### config.mk
export PLATFORM = sky130hd
export DESIGN_NAME = if_prefetch_unit
export DESIGN_NICKNAME = d
export VERILOG_FILES = /design/src/rtl/if_prefetch_unit_pkg.sv /design/src/rtl/if_prefetch_unit_fifo.sv /design/src/rtl/if_prefetch_unit.sv
export SDC_FILE = /design/constraint.sdc
export NUM_CORES = 1
export LEC_CHECK = 0
export CORE_ASPECT_RATIO = 2
export CORE_MARGIN = 3
export CORE_UTILIZATION = 45
export DETAILED_ROUTE_END_ITERATION = 10
export PLACE_DENSITY = 0.78
export SLEW_MARGIN = 25
export SYNTH_ARGS = -nofsm -noshare
export SYNTH_HDL_FRONTEND = slang
export SYNTH_HIERARCHICAL = 1
export SYNTH_SLANG_ARGS = --single-unit
### constraint.sdc
create_clock -name clk -period 2.9 [get_ports clk]
set_input_delay 0.58 -clock clk [delete_from_list [all_inputs] [get_ports clk]]
set_output_delay 0.58 -clock clk [all_outputs]
set_load 0.05 [all_outputs]
### src/rtl/if_prefetch_unit_pkg.sv
// Shared core configuration for the instruction-fetch stage: address map,
// buffer depth, NOP encoding, fetch FSM states and the buffered entry format.
package if_prefetch_unit_pkg;

  localparam int XLEN          = 32;
  localparam int PERF_CNT_LEN  = 64;
  localparam int IF_FIFO_DEPTH = 4;

  localparam logic [XLEN-1:0] IF_BASE_ADDR = 32'h1000_0000;
  localparam logic [XLEN-1:0] IF_MAX_ADDR  = 32'h1000_3FFF;
  localparam logic [XLEN-1:0] IF_INC       = 32'd4;
  localparam logic [XLEN-1:0] IF_NOP_INSTR = 32'h0000_0013;

  typedef enum logic [1:0] {
    IF_IDLE  = 2'd0,
    IF_REQ   = 2'd1,
    IF_DRAIN = 2'd2,
    IF_HALT  = 2'd3
  } if_state_t;

  typedef struct packed {
    logic [XLEN-1:0] instr;
    logic [XLEN-1:0] pc;
    logic            fault;
  } if_entry_t;

endpackage

### src/rtl/if_prefetch_unit_fifo.sv
// Synchronous prefetch buffer of if_entry_t. Flush dominates push and pop;
// a push into a full buffer is accepted only together with a pop.
module if_fifo
  import if_prefetch_unit_pkg::*;
#(
  parameter int DEPTH = IF_FIFO_DEPTH
) (
  input  logic                   clk,
  input  logic                   rst,
  input  logic                   push,
  input  if_entry_t              push_data,
  input  logic                   pop,
  input  logic                   flush,
  output if_entry_t              head,
  output logic                   full,
  output logic                   empty,
  output logic [$clog2(DEPTH):0] count
);

  localparam int AW = $clog2(DEPTH);
  localparam int CW = AW + 1;

  if_entry_t     mem_r [DEPTH];
  logic [AW-1:0] wr_ptr_r;
  logic [AW-1:0] rd_ptr_r;
  logic [CW-1:0] count_r;
  logic          do_push_s;
  logic          do_pop_s;

  assign full      = (count_r == CW'(DEPTH));
  assign empty     = (count_r == {CW{1'b0}});
  assign do_pop_s  = pop && !empty && !flush;
  assign do_push_s = push && !flush && (!full || do_pop_s);
  assign head      = mem_r[rd_ptr_r];
  assign count     = count_r;

  // Entry storage; needs no reset because count_r qualifies every read.
  always_ff @(posedge clk) begin
    if (do_push_s) begin
      mem_r[wr_ptr_r] <= push_data;
    end
  end

  // Pointers wrap naturally because DEPTH is a power of two.
  always_ff @(posedge clk) begin
    if (rst || flush) begin
      wr_ptr_r <= {AW{1'b0}};
      rd_ptr_r <= {AW{1'b0}};
      count_r  <= {CW{1'b0}};
    end else begin
      if (do_push_s) wr_ptr_r <= wr_ptr_r + AW'(1);
      if (do_pop_s)  rd_ptr_r <= rd_ptr_r + AW'(1);
      case ({do_push_s, do_pop_s})
        2'b10:   count_r <= count_r + CW'(1);
        2'b01:   count_r <= count_r - CW'(1);
        default: count_r <= count_r;
      endcase
    end
  end

endmodule

### src/rtl/if_prefetch_unit.sv
// RV32 instruction prefetch stage: single-outstanding imem fetch into a small
// buffer feeding the decoder. Optional stall counter under IF_PERF_CNT_EN.
module if_prefetch_unit
  import if_prefetch_unit_pkg::*;
#(
  parameter int              FIFO_DEPTH = IF_FIFO_DEPTH,
  parameter logic [XLEN-1:0] BASE_ADDR  = IF_BASE_ADDR,
  parameter logic [XLEN-1:0] MAX_ADDR   = IF_MAX_ADDR,
  parameter logic [XLEN-1:0] PC_INC     = IF_INC
) (
  input  logic            clk,
  input  logic            rst,
  output logic            imem_req,
  output logic [XLEN-1:0] imem_addr,
  input  logic            imem_ack,
  input  logic [XLEN-1:0] imem_rdata,
  input  logic            redirect_valid,
  input  logic [XLEN-1:0] redirect_addr,
  output logic            if_valid,
  input  logic            if_ready,
  output logic [XLEN-1:0] if_instr,
  output logic [XLEN-1:0] if_pc,
  output logic            if_fault
`ifdef IF_PERF_CNT_EN
  ,
  output logic [PERF_CNT_LEN-1:0] if_stall_cnt
`endif
);

  localparam int CW = $clog2(FIFO_DEPTH) + 1;

  if_state_t       state_r, state_s;
  logic [XLEN-1:0] pc_r, pc_s;
  logic            pc_wrap_r, pc_wrap_s;
  logic [XLEN-1:0] redir_pc_r, redir_pc_s;
  logic            push_s;
  if_entry_t       push_entry_s;
  if_entry_t       fifo_head_s;
  logic            fifo_full_s;
  logic            fifo_empty_s;
  logic [CW-1:0]   fifo_count_s;

  function automatic logic pc_in_range(input logic [XLEN-1:0] pc);
    return (pc >= BASE_ADDR) && (pc <= MAX_ADDR);
  endfunction

  if_fifo #(.DEPTH(FIFO_DEPTH)) u_fifo (
    .clk       (clk),
    .rst       (rst),
    .push      (push_s),
    .push_data (push_entry_s),
    .pop       (if_valid && if_ready),
    .flush     (redirect_valid),
    .head      (fifo_head_s),
    .full      (fifo_full_s),
    .empty     (fifo_empty_s),
    .count     (fifo_count_s)
  );

  assign imem_addr = pc_r;
  assign if_valid  = !fifo_empty_s;
  assign if_instr  = if_valid ? fifo_head_s.instr : {XLEN{1'b0}};
  assign if_pc     = if_valid ? fifo_head_s.pc    : {XLEN{1'b0}};
  assign if_fault  = if_valid && fifo_head_s.fault;

  // Next-state, request and push decode; a redirect overrides the per-state result.
  always_comb begin
    state_s      = state_r;
    pc_s         = pc_r;
    pc_wrap_s    = pc_wrap_r;
    redir_pc_s   = redir_pc_r;
    imem_req     = 1'b0;
    push_s       = 1'b0;
    push_entry_s = '{instr: imem_rdata, pc: pc_r, fault: 1'b0};
    case (state_r)
      IF_IDLE: state_s = IF_REQ;
      IF_REQ: begin
        if (pc_wrap_r || !pc_in_range(pc_r)) begin
          if (!fifo_full_s) begin
            push_s       = 1'b1;
            push_entry_s = '{instr: IF_NOP_INSTR, pc: pc_r, fault: 1'b1};
            state_s      = IF_HALT;
          end else begin
            state_s = IF_REQ;
          end
        end else if (fifo_count_s < CW'(FIFO_DEPTH)) begin
          // Only one request is ever in flight, so one free slot suffices.
          imem_req = 1'b1;
          if (imem_ack) begin
            push_s            = 1'b1;
            {pc_wrap_s, pc_s} = {1'b0, pc_r} + {1'b0, PC_INC};
          end else begin
            push_s = 1'b0;
          end
        end else begin
          imem_req = 1'b0;
        end
      end
      IF_DRAIN: begin
        imem_req = 1'b1;
        if (imem_ack) begin
          state_s = IF_REQ;
          pc_s    = redir_pc_r;
        end else begin
          state_s = IF_DRAIN;
        end
      end
      IF_HALT: state_s = IF_HALT;
      default: state_s = IF_IDLE;
    endcase

    if (redirect_valid) begin
      push_s     = 1'b0;
      pc_wrap_s  = 1'b0;
      redir_pc_s = {redirect_addr[XLEN-1:2], 2'b00};
      if (imem_req && !imem_ack) begin
        // Keep the old address on the bus until the memory answers.
        state_s = IF_DRAIN;
        pc_s    = pc_r;
      end else begin
        state_s = IF_REQ;
        pc_s    = {redirect_addr[XLEN-1:2], 2'b00};
      end
    end else begin
      redir_pc_s = redir_pc_r;
    end
  end

  // Fetch FSM and PC registers.
  always_ff @(posedge clk) begin
    if (rst) begin
      state_r    <= IF_IDLE;
      pc_r       <= BASE_ADDR;
      pc_wrap_r  <= 1'b0;
      redir_pc_r <= BASE_ADDR;
    end else begin
      state_r    <= state_s;
      pc_r       <= pc_s;
      pc_wrap_r  <= pc_wrap_s;
      redir_pc_r <= redir_pc_s;
    end
  end

`ifdef IF_PERF_CNT_EN
  logic [PERF_CNT_LEN-1:0] stall_cnt_r;

  // Cycles the decoder is starved while fetch is still live.
  always_ff @(posedge clk) begin
    if (rst) begin
      stall_cnt_r <= {PERF_CNT_LEN{1'b0}};
    end else if (fifo_empty_s && (state_r != IF_HALT)) begin
      stall_cnt_r <= stall_cnt_r + PERF_CNT_LEN'(1);
    end else begin
      stall_cnt_r <= stall_cnt_r;
    end
  end

  assign if_stall_cnt = stall_cnt_r;
`endif

endmodule
==> results of run 1 <==
cells in the final DEF, fill, tap and decap left out, types with 9 or more instances in the layout:
cell	n
o21ai_0	39
conb_1	10
clkbuf_16	28
edfxtp_1	260
nor2_1	48
buf_4	77
and2_1	32
inv_1	16
dfxtp_1	69
mux2i_1	19
nor2b_1	68
o211ai_1	9
buf_12	46
mux4_2	65
nand2_1	62
nand3_1	10
ha_1	10
a21oi_1	41
clkdlybuf4s50_1	94
cells in the mapped netlist (17+ instances only):
cell	count	share of area
buf_4	37	0.020
dfxtp_1	72	0.10
edfxtp_1	260	0.55
nor2b_1	69	0.030
mux2i_1	20	0.014
and2_1	32	0.014
mux4_2	65	0.10
o21ai_0	39	0.014
nor2_1	48	0.013
nand2_1	63	0.017
inv_1	17	0.0045
clkbuf_1	33	0.0087
a21oi_1	43	0.015
cell families after synthesis:
group | after synthesis | synth area share
AOI/OAI and AO/OA | 147 | 0.0674
xor gates and xnor gates | 10 | 0.00616
adders and majority gates | 12 | 0.0111
buffers and inverters | 104 | 0.0406
DFF | 332 | 0.651
muxes | 86 | 0.118
other | 1 | 0.000264
and+or+nand+nor | 276 | 0.106
through the flow:
step                utilization  setup TNS [ns]  total power [mW]  instance area [µm²]
CTS                       0.573               0              10.4                17700
global route              0.575         -0.0404              10.7                17800
finish                    0.575               0              10.4                17800
global placement          0.542          -0.191              6.53                16800
floorplan                     -          -47.15              6.16                14300
detailed placement        0.542          -0.279              6.57                16800
critical path, delay by kind of cell, from the launching register on:
family	cells	cell delay, ns
fa+ha+maj	2	0.53
flops	1	0.32
compound gates	2	0.17
xor+xnor	1	0.16
simple gates	7	1.46
buf+inv	2	0.10
per-layer routing:
metal,up-vias,share of wire,routed length [µm]
met5,-,0,0
met4,0,0.046,1490
met3,81,0.043,1380
met2,291,0.57,18400
met1,4307,0.34,11100
li1,3974,-,-
worst paths after layout:
path,from,endpoint,slack (ns),cells past startpoint
max,imem_addr[30]$_SDFFE_PP0P_,u_fifo/count[2]$_SDFFE_PP0P_,0.1,14
min,redir_pc_r[10]$_SDFFE_PP0P_,redir_pc_r[10]$_SDFFE_PP0P_,0.46,2
max reg2reg,imem_addr[30]$_SDFFE_PP0P_,u_fifo/count[2]$_SDFFE_PP0P_,0.1,14
min reg2reg,redir_pc_r[10]$_SDFFE_PP0P_,redir_pc_r[10]$_SDFFE_PP0P_,0.46,2
where the power goes:
group	internal [mW]	total (mW)	switching, mW
Clock	2.23	3.88	1.65
Combinational	0.442	1.12	0.682
Sequential	5.30	5.36	0.0642
Total	7.97	10.4	2.39
state kept, by name, summed over array words and instances (netlist names), named ones only:
register / count
u_fifo/wr_ptr_r: 2
imem_addr: 30
u_fifo/mem_r: 260
u_fifo/count: 3
redir_pc_r: 30
pc_wrap_r: 1
state_r: 2
u_fifo/rd_ptr_r: 2
timing repair:
action | in CTS | in global routing
buffers inserted | 0 | 1
pin swaps | 0 | 11
setup endpoints to repair | 44 | 4
gates cloned | 0 | 0
resized for setup | 4 | 16
cell type report:
class	instances	area (µm²)	share of cell area
Antenna cell	1	2.50	0.000140
Inverter	18	67.6	0.00379
Tap cell	418	523	0.0293
Clock inverter	14	195	0.0110
Clock buffer	38	768	0.0431
Timing Repair Buffer	223	2500	0.140
Sequential cell	332	9260	0.519
Multi-Input combinational cell	541	4510	0.253
==> flow_summary.json, run 1 <==
{
  "cts_root_buf": "clkbuf_16",
  "use_met1": 0.197,
  "clkSinkCount": 332,
  "fp.dieW_um": 132,
  "row_count": 91,
  "synth_area_mm2": 0.0142,
  "power.density_mw_per_mm2": 581,
  "use_met3": 0.0203,
  "grt_overflow": 0,
  "grt_max_degree": 57,
  "die-height_um": 257,
  "critPathLaunchType": "register",
  "ios": 168,
  "htree_levels": 1,
  "ys_types": 70,
  "fin_crit_sh": 0.966,
  "drive_gt1_frac": 0.234,
  "critPathMaxStageDelay_ns": 0.40,
  "ir_worst_vdd_uv": 476,
  "p_leak_nw": 5.97,
  "grtUsageTotal": 0.188,
  "critPathSlowestCell": "or3_1",
  "route.detailed.drc": 0,
  "dieArea_mm2": 0.0339,
  "fillers": 2436,
  "yosys_warnings": 6,
  "cp-end-kind": "register",
  "setup_viol": 0,
  "clk_pin_slew_worst_paths_ns": 0.07,
  "synth_seq_cells": 332,
  "pre_cts_ws_ns": -0.265,
  "grt_pass1_vias": 9167,
  "maxSlewViolCount": 0,
  "synth_edf_count": 260,
  "use_met2": 0.369,
  "layout.nets": 1225,
  "path_max_fanout": 3,
  "antenna_left": 0,
  "vias_per_cell": 5.46,
  "core_area_mm2": 0.0310,
  "yosysSeqAreaShare": 0.651,
  "area_growth_pct": 25.4,
  "grt_pass1_wl_um": 50600,
  "first_pass_iters": 7,
  "busiest_layer": "met2",
  "tritoncts": "done",
  "antenna_found_initial": 1,
  "synth_ff_type": "edfxtp_1",
  "critPathRequiredTime_ns": 3.39,
  "wl_per_cell_um": 20.4,
  "tightest_slew_ns": 0.858,
  "min_path_type": "register to register",
  "drt_iter0_drc": 583,
  "numCtsBuffers": 28,
  "arrival_ns": 3.30,
  "layout_min_cycle_time_ns": 2.80,
  "insertion_delay_ns": 0.56,
  "start_util": 0.459,
  "avgSynthCellArea_um2": 14.7,
  "synthCells": 968,
  "clockBufferDepth": 3,
  "rsz0062_at_grt": "true",
  "hold_ws_ns": 0.462,
  "port_buffers": 163,
  "wirelength_um": 32400,
  "crit_type": "register to register",
  "hold_violations": 0,
  "maxCapViolCount": 0,
  "vias": 8653,
  "cp_common_cell": "a21oi_2",
  "gp_congestion": 0.869,
  "crit_chain": "nor4_2 > nand3_2 > nor2_1 > or3_4 > a21oi_2 > nor2b_4 > and2_4 > inv_1 > ha_2 > inv_2 > fa_2 > xor2_1 > or3_1 > a21oi_2",
  "fmax_mhz": 357,
  "slew_headroom": 0.426,
  "clock_skew_ns": 0.0233,
  "hold_buffers": 0,
  "async_flop_share": 0,
  "worst_slack_ns": 0.0980,
  "place_inst": 1531,
  "status": "completed",
  "stdcell_count": 1585,
  "dp_hpwl_um": 22000
}
(Power assumes the default switching activity.)
==> inputs of run 2 (changes only) <==
--- a/config.mk
+++ b/config.mk
@@ -9,6 +9,7 @@
 export CORE_MARGIN = 3
 export CORE_UTILIZATION = 45
 export DETAILED_ROUTE_END_ITERATION = 10
+export HOLD_SLACK_MARGIN = 0.08
 export PLACE_DENSITY = 0.78
 export SLEW_MARGIN = 25
 export SYNTH_ARGS = -nofsm -noshare
==> results of run 2 <==
Final layout, timing and power as in run 1 (identical DEF).
